==> config.mk <==
export PLATFORM = sky130hd
export DESIGN_NAME = watchdog_reset_requester
export DESIGN_NICKNAME = d
export VERILOG_FILES = /design/src/rtl/watchdog_reset_requester.sv
export SDC_FILE = /design/constraint.sdc
export NUM_CORES = 1
export LEC_CHECK = 0
export BUFFER_PORTS_ARGS = -buffer_cell sky130_fd_sc_hd__buf_2
export CORE_MARGIN = 8
export CORE_UTILIZATION = 25
export DETAILED_ROUTE_END_ITERATION = 6
export PLACE_DENSITY = 0.4
export SLEW_MARGIN = 10
export SYNTH_ARGS = -nofsm -noshare
export SYNTH_HDL_FRONTEND = slang
export SYNTH_SLANG_ARGS = --single-unit
==> constraint.sdc <==
create_clock -name clk -period 2.4 [get_ports clk]
set_input_delay 0.36 -clock clk [delete_from_list [all_inputs] [get_ports clk]]
set_output_delay 0.36 -clock clk [all_outputs]
set_load 0.05 [all_outputs]
==> src/rtl/watchdog_reset_requester.sv <==
// Bus-mapped watchdog and software-reset initiator; drives a button-like active-low
// reset request and keeps the reset cause across the system reset it triggers.
//
// state   | meaning
// --------+-----------------------------------------------------------
// S_IDLE  | watchdog disabled, waiting for EN 0->1 or a software reset
// S_ARMED | prescaler and timeout count running, kicks accepted
// S_PULSE | reset_req_n held low, bus writes ignored
module watchdog_reset_requester #(
   parameter int PRESCALE     = 25000,
   parameter int PULSE_CYCLES = 64
) (
   input  logic       clk,
   input  logic       rst_n,
   input  logic       cs,
   input  logic       we,
   input  logic [1:0] addr,
   input  logic [7:0] data_in,
   output logic [7:0] data_out,
   output logic       reset_req_n
);

   localparam int PW = (PRESCALE > 1) ? $clog2(PRESCALE) : 1;
   localparam int CW = $clog2(PULSE_CYCLES + 1);

   typedef enum logic [1:0] {S_IDLE, S_ARMED, S_PULSE} state_t;

   state_t          state, state_nxt;
   logic [PW-1:0]   prescaler;
   logic [7:0]      count;
   logic [CW-1:0]   pulse_cnt;
   logic            en;
   logic [7:0]      reload;
   logic            wdt_cause, sw_cause;

   logic wr, wr_ctrl, wr_reload, wr_kick, wr_status;
   logic kick_reload, kick_sw, tick, expire, arm, disarm, pulse_done, wdt_set;
   logic armed_flag, pulsing_flag;

   // Writes are dropped while pulsing, W1C included.
   assign wr          = cs & we & (state != S_PULSE);
   assign wr_ctrl     = wr & (addr == 2'd0);
   assign wr_reload   = wr & (addr == 2'd1);
   assign wr_kick     = wr & (addr == 2'd2);
   assign wr_status   = wr & (addr == 2'd3);
   assign kick_reload = wr_kick & (data_in == 8'h5A);
   assign kick_sw     = wr_kick & (data_in == 8'hA5);
   assign tick        = (state == S_ARMED) & (prescaler == PW'(PRESCALE - 1));
   assign expire      = tick & (count == 8'd0);
   assign arm         = (state == S_IDLE) & wr_ctrl & data_in[0];
   assign disarm      = (state == S_ARMED) & wr_ctrl & ~data_in[0];
   assign pulse_done  = (state == S_PULSE) & (pulse_cnt == CW'(1));
   assign wdt_set     = expire & ~kick_sw & ~disarm & ~kick_reload;

   always_ff @(posedge clk or negedge rst_n) begin
      if (!rst_n) state <= S_IDLE;
      else        state <= state_nxt;
   end

   always_comb begin
      state_nxt = state;
      case (state)
         S_IDLE: begin
            if (kick_sw)  state_nxt = S_PULSE;
            else if (arm) state_nxt = S_ARMED;
         end
         S_ARMED: begin
            if (kick_sw)      state_nxt = S_PULSE;
            else if (disarm)  state_nxt = S_IDLE;
            else if (wdt_set) state_nxt = S_PULSE;
         end
         S_PULSE: begin
            if (pulse_done) state_nxt = S_IDLE;
         end
         default: state_nxt = S_IDLE;
      endcase
   end

   always_comb begin
      armed_flag   = (state == S_ARMED);
      pulsing_flag = (state == S_PULSE);
      data_out     = 8'h00;
      if (cs && !we) begin
         case (addr)
            2'd0:    data_out = {7'b0, en};
            2'd1:    data_out = reload;
            2'd3:    data_out = {4'b0, pulsing_flag, armed_flag, sw_cause, wdt_cause};
            default: data_out = 8'h00;
         endcase
      end
   end

   // Registered from the next state so the low level starts right after the trigger edge.
   always_ff @(posedge clk or negedge rst_n) begin
      if (!rst_n) reset_req_n <= 1'b1;
      else        reset_req_n <= (state_nxt != S_PULSE);
   end

   always_ff @(posedge clk or negedge rst_n) begin
      if (!rst_n) begin
         prescaler <= '0;
         count     <= 8'd0;
      end else if (arm || (state == S_ARMED && kick_reload)) begin
         prescaler <= '0;
         count     <= reload;
      end else if (state == S_ARMED) begin
         if (tick) begin
            prescaler <= '0;
            if (count != 8'd0) count <= count - 8'd1;
         end else begin
            prescaler <= prescaler + PW'(1);
         end
      end
   end

   always_ff @(posedge clk or negedge rst_n) begin
      if (!rst_n)                                      pulse_cnt <= '0;
      else if (state != S_PULSE && state_nxt == S_PULSE) pulse_cnt <= CW'(PULSE_CYCLES);
      else if (state == S_PULSE)                        pulse_cnt <= pulse_cnt - CW'(1);
   end

   always_ff @(posedge clk or negedge rst_n) begin
      if (!rst_n) begin
         en        <= 1'b0;
         reload    <= 8'hFF;
         wdt_cause <= 1'b0;
         sw_cause  <= 1'b0;
      end else begin
         if (arm)                       en <= 1'b1;
         else if (disarm || pulse_done) en <= 1'b0;
         if (wr_reload) reload <= data_in;
         if (wdt_set)                        wdt_cause <= 1'b1;
         else if (wr_status && data_in[0])   wdt_cause <= 1'b0;
         if (kick_sw)                        sw_cause  <= 1'b1;
         else if (wr_status && data_in[1])   sw_cause  <= 1'b0;
      end
   end

endmodule
==> results.yml <==
grt:
  met1_usage_pct: 12.4
  met2_usage_pct: 15.0
  grt_pass1_wl_um: 11000
  antenna_found_initial: 0
  grt_max_degree: 26
  grt_overflow: 0
  use_met3_pct: 2.43
  gr-max-usage-layer: "met2"
  grt_usage_pct: 9.55
  first_global_vias: 2198
synth:
  synth-seq-cells: 44
  yosys-top-cells-area: "dfrtp_1 (33%), dfstp_2 (9.0%), nor2_1 (4.9%)"
  postSynth.asyncResetShare_pct: 100
  synth_area_um2: 2620
  syn_inst: 273
  synth_ff_type: "dfrtp_1"
  synth_top_cell_area_share_pct: 33.5
  synth_nets: 291
  synth_area_per_cell_um2: 9.58
  synth_largest_area_cell: "dfrtp_1"
  synth_cell_types: 55
  synth_seq_area_share_pct: 42.5
  synth-edff-count: 0
  yosysWarnings: 0
cells_and_area:
  diodes: 0
  fillers: 1078
  drive_above_1_share_pct: 24.9
  syn_to_final_growth_pct: 15.4
  nets: 318
drt:
  drt_first_pass_iters: 4
  postRouteAntennaNets: 0
  wl_per_cell_um: 14.6
  drc_errors: 0
  vias_per_cell: 4.82
  drtIter0Drc: 122
  drt-total-wl_um: 6400
  vias: 2108
clock_tree:
  htreeDepth: 2
  clockRootBuffer: "clkbuf_8"
  ctsHoldBuffers: 0
  cts_tree: "built"
  cts.sinks: 44
  clk_pin_slew_ns: 0.09
  clk_latency_ns: 0.30
  cts_buffers: 5
  cts_buffer_depth: 2
setup_path:
  crit_required_ns: 2.59
  reg2reg_setup_slack_ns: 0.21
  criticalPathCategory: "reg2reg"
  cp_top_family: "simple AND/OR/NAND/NOR gates"
  slowest_stage: "or4b_4"
  cp-end-kind: "register"
  start_kind: "register"
  crit_fanout: 6
  arrival_ns: 2.38
  cp_cell_sequence: "inv_1 -> ha_1 -> or4b_4 -> or3_4 -> o21bai_4 -> o2111ai_1 -> nand2_1"
  max_stage_delay_ns: 0.48
  path_buf_inv: 1
run:
  drv_cap: 0
timing:
  slew_headroom_pct: 66.1
  rsz0062_at_grt: "no"
  max_freq_mhz: 456
  hold_slack_ns: 0.0220
  hold_viol_final: 0
  slew_violations: 0
  tns_ns: 0
  finClkSkew_ns: 0.0131
  final.period_utilization_pct: 91.3
  period_needed_ns: 2.19
  setup_viol: 0
  worst_pin_slew_ns: 0.509
power:
  power_per_cell_area_nw_per_um2: 625
  leakage_nw: 1.21
  ir_worst_vdd_mv: 0.265
  total_power_w: 0.00189
place:
  place.gp.congestion: 0.782
  hpwl_um: 4810
  portBuffers: 22
die:
  ios: 23
  num_rows: 37
  chipHeight_um: 118
  core_area_um2: 10200
  fp.dieW_um: 118
  die-area_um2: 14000
  start_util_pct: 25.6
status:
  status: "finished clean"
worst_hold_path:
  hp-class: "in2async"
==> placed cells by master (no fill, tap or decap), types with 6 or more instances in the layout <==
master   netlist  final
buf_2          5     22
a21oi_1        7      7
nand2_1       12     12
nor2_1        34     34
inv_1          6      6
buf_4          1     10
dfrtp_1       35     35
mux2_2         9      9
nor4_1         7      7
dfstp_2        9      9
o21ai_0       10     10
xnor2_1       13     13
xor2_1         9      9
nand4_1       11     11
nand3_1       16     16
nor3_1        10     10
==> per-stage QoR <==
stage	std cells	worst slack, ns	cell area, um^2	util [%]
2_1_floorplan	273	0.187	2620	-
5_1_grt	437	0.0421	3020	29.5
6_report	437	0.209	3020	29.5
3_5_place_dp	428	0.0690	2930	28.6
4_1_cts	436	0.0635	3010	29.4
3_3_place_gp	428	0.106	2930	28.6
==> what timing repair did <==
action,in CTS,in global routing
buffers inserted,0,0
endpoints found under the setup margin,0,12
resized for setup,0,1
==> area by class of cell <==
class | instances | area, um^2 | share of cell area (%)
clock buffers | 7 | 76.3 | 2.53
clock inverters | 1 | 5.00 | 0.166
inverters | 6 | 22.5 | 0.746
multi-input cells | 210 | 1430 | 47.3
flip-flops and latches | 44 | 1110 | 36.9
well taps | 136 | 170 | 5.64
repair buffers | 33 | 205 | 6.80
==> per-layer routing <==
metal | vias to the layer above | wire, um
met5 | - | 0
met4 | 0 | 80
met3 | 7 | 249
met2 | 38 | 2940
met1 | 1016 | 3130
li1 | 1047 | -
==> logic make-up (layout without fill, tap and decap cells) <==
family,after synthesis,count (layout),share of synthesized area [%]
simple gates,127,128,27.1
flops,44,44,42.5
compound gates,42,42,11.6
xor+xnor,22,22,7.37
buf+inv,20,47,3.54
mux,14,14,5.98
fa+ha+maj,4,4,1.91
==> worst reg2reg max path: stages, from the launching register on <==
cell and delay, ns:
dfrtp_1 0.38, inv_1 0.11, ha_1 0.19, or4b_4 0.48, or3_4 0.41, o21bai_4 0.22
o2111ai_1 0.21, nand2_1 0.07
==> report_power, final <==
group          switching [W]  internal [W]  leakage, nW
clock network       0.000252      0.000205       0.0422
logic               0.000213      0.000185        0.626
registers           0.000144      0.000886        0.541
==> sequential cells by signal, indices dropped and copies added, names as in the netlist, 2 cells and up <==
signal / count
state: 2
pulse_cnt: 7
prescaler: 15
count: 8
reload: 8
==> final timing paths <==
| path | start | end | cells past startpoint |
|---|---|---|---|
| max | count[0] | pulse_cnt[1] | 7 |
| min | rst_n | wdt_cause | 1 |
| max reg2reg | count[0] | pulse_cnt[1] | 7 |
| min reg2reg | sw_cause | sw_cause | 1 |
| max in group asynchronous | rst_n | reload[6] | 2 |
| min in group clk | data_in[4] | reload[4] | 2 |
==> cell usage after synthesis, drive strengths merged (3+ instances only) <==
| library cell | n |
|---|---|
| a31oi | 3 |
| xnor2 | 13 |
| nor3 | 10 |
| nand2 | 13 |
| nor4 | 7 |
| nor2b | 4 |
| nand4 | 11 |
| a21oi | 7 |
| and2 | 5 |
| or4 | 4 |
| dfrtp | 35 |
| buf | 7 |
| nor2 | 35 |
| dfstp | 9 |
| ha | 4 |
| nor4bb | 5 |
| o31a | 4 |
| mux2i | 4 |
| clkbuf | 7 |
| o21ai | 10 |
| o211ai | 4 |
| xor2 | 9 |
| or2 | 3 |
| nand3 | 16 |
| mux2 | 10 |
| inv | 6 |
Note: power is estimated with default switching activity, not from simulation.
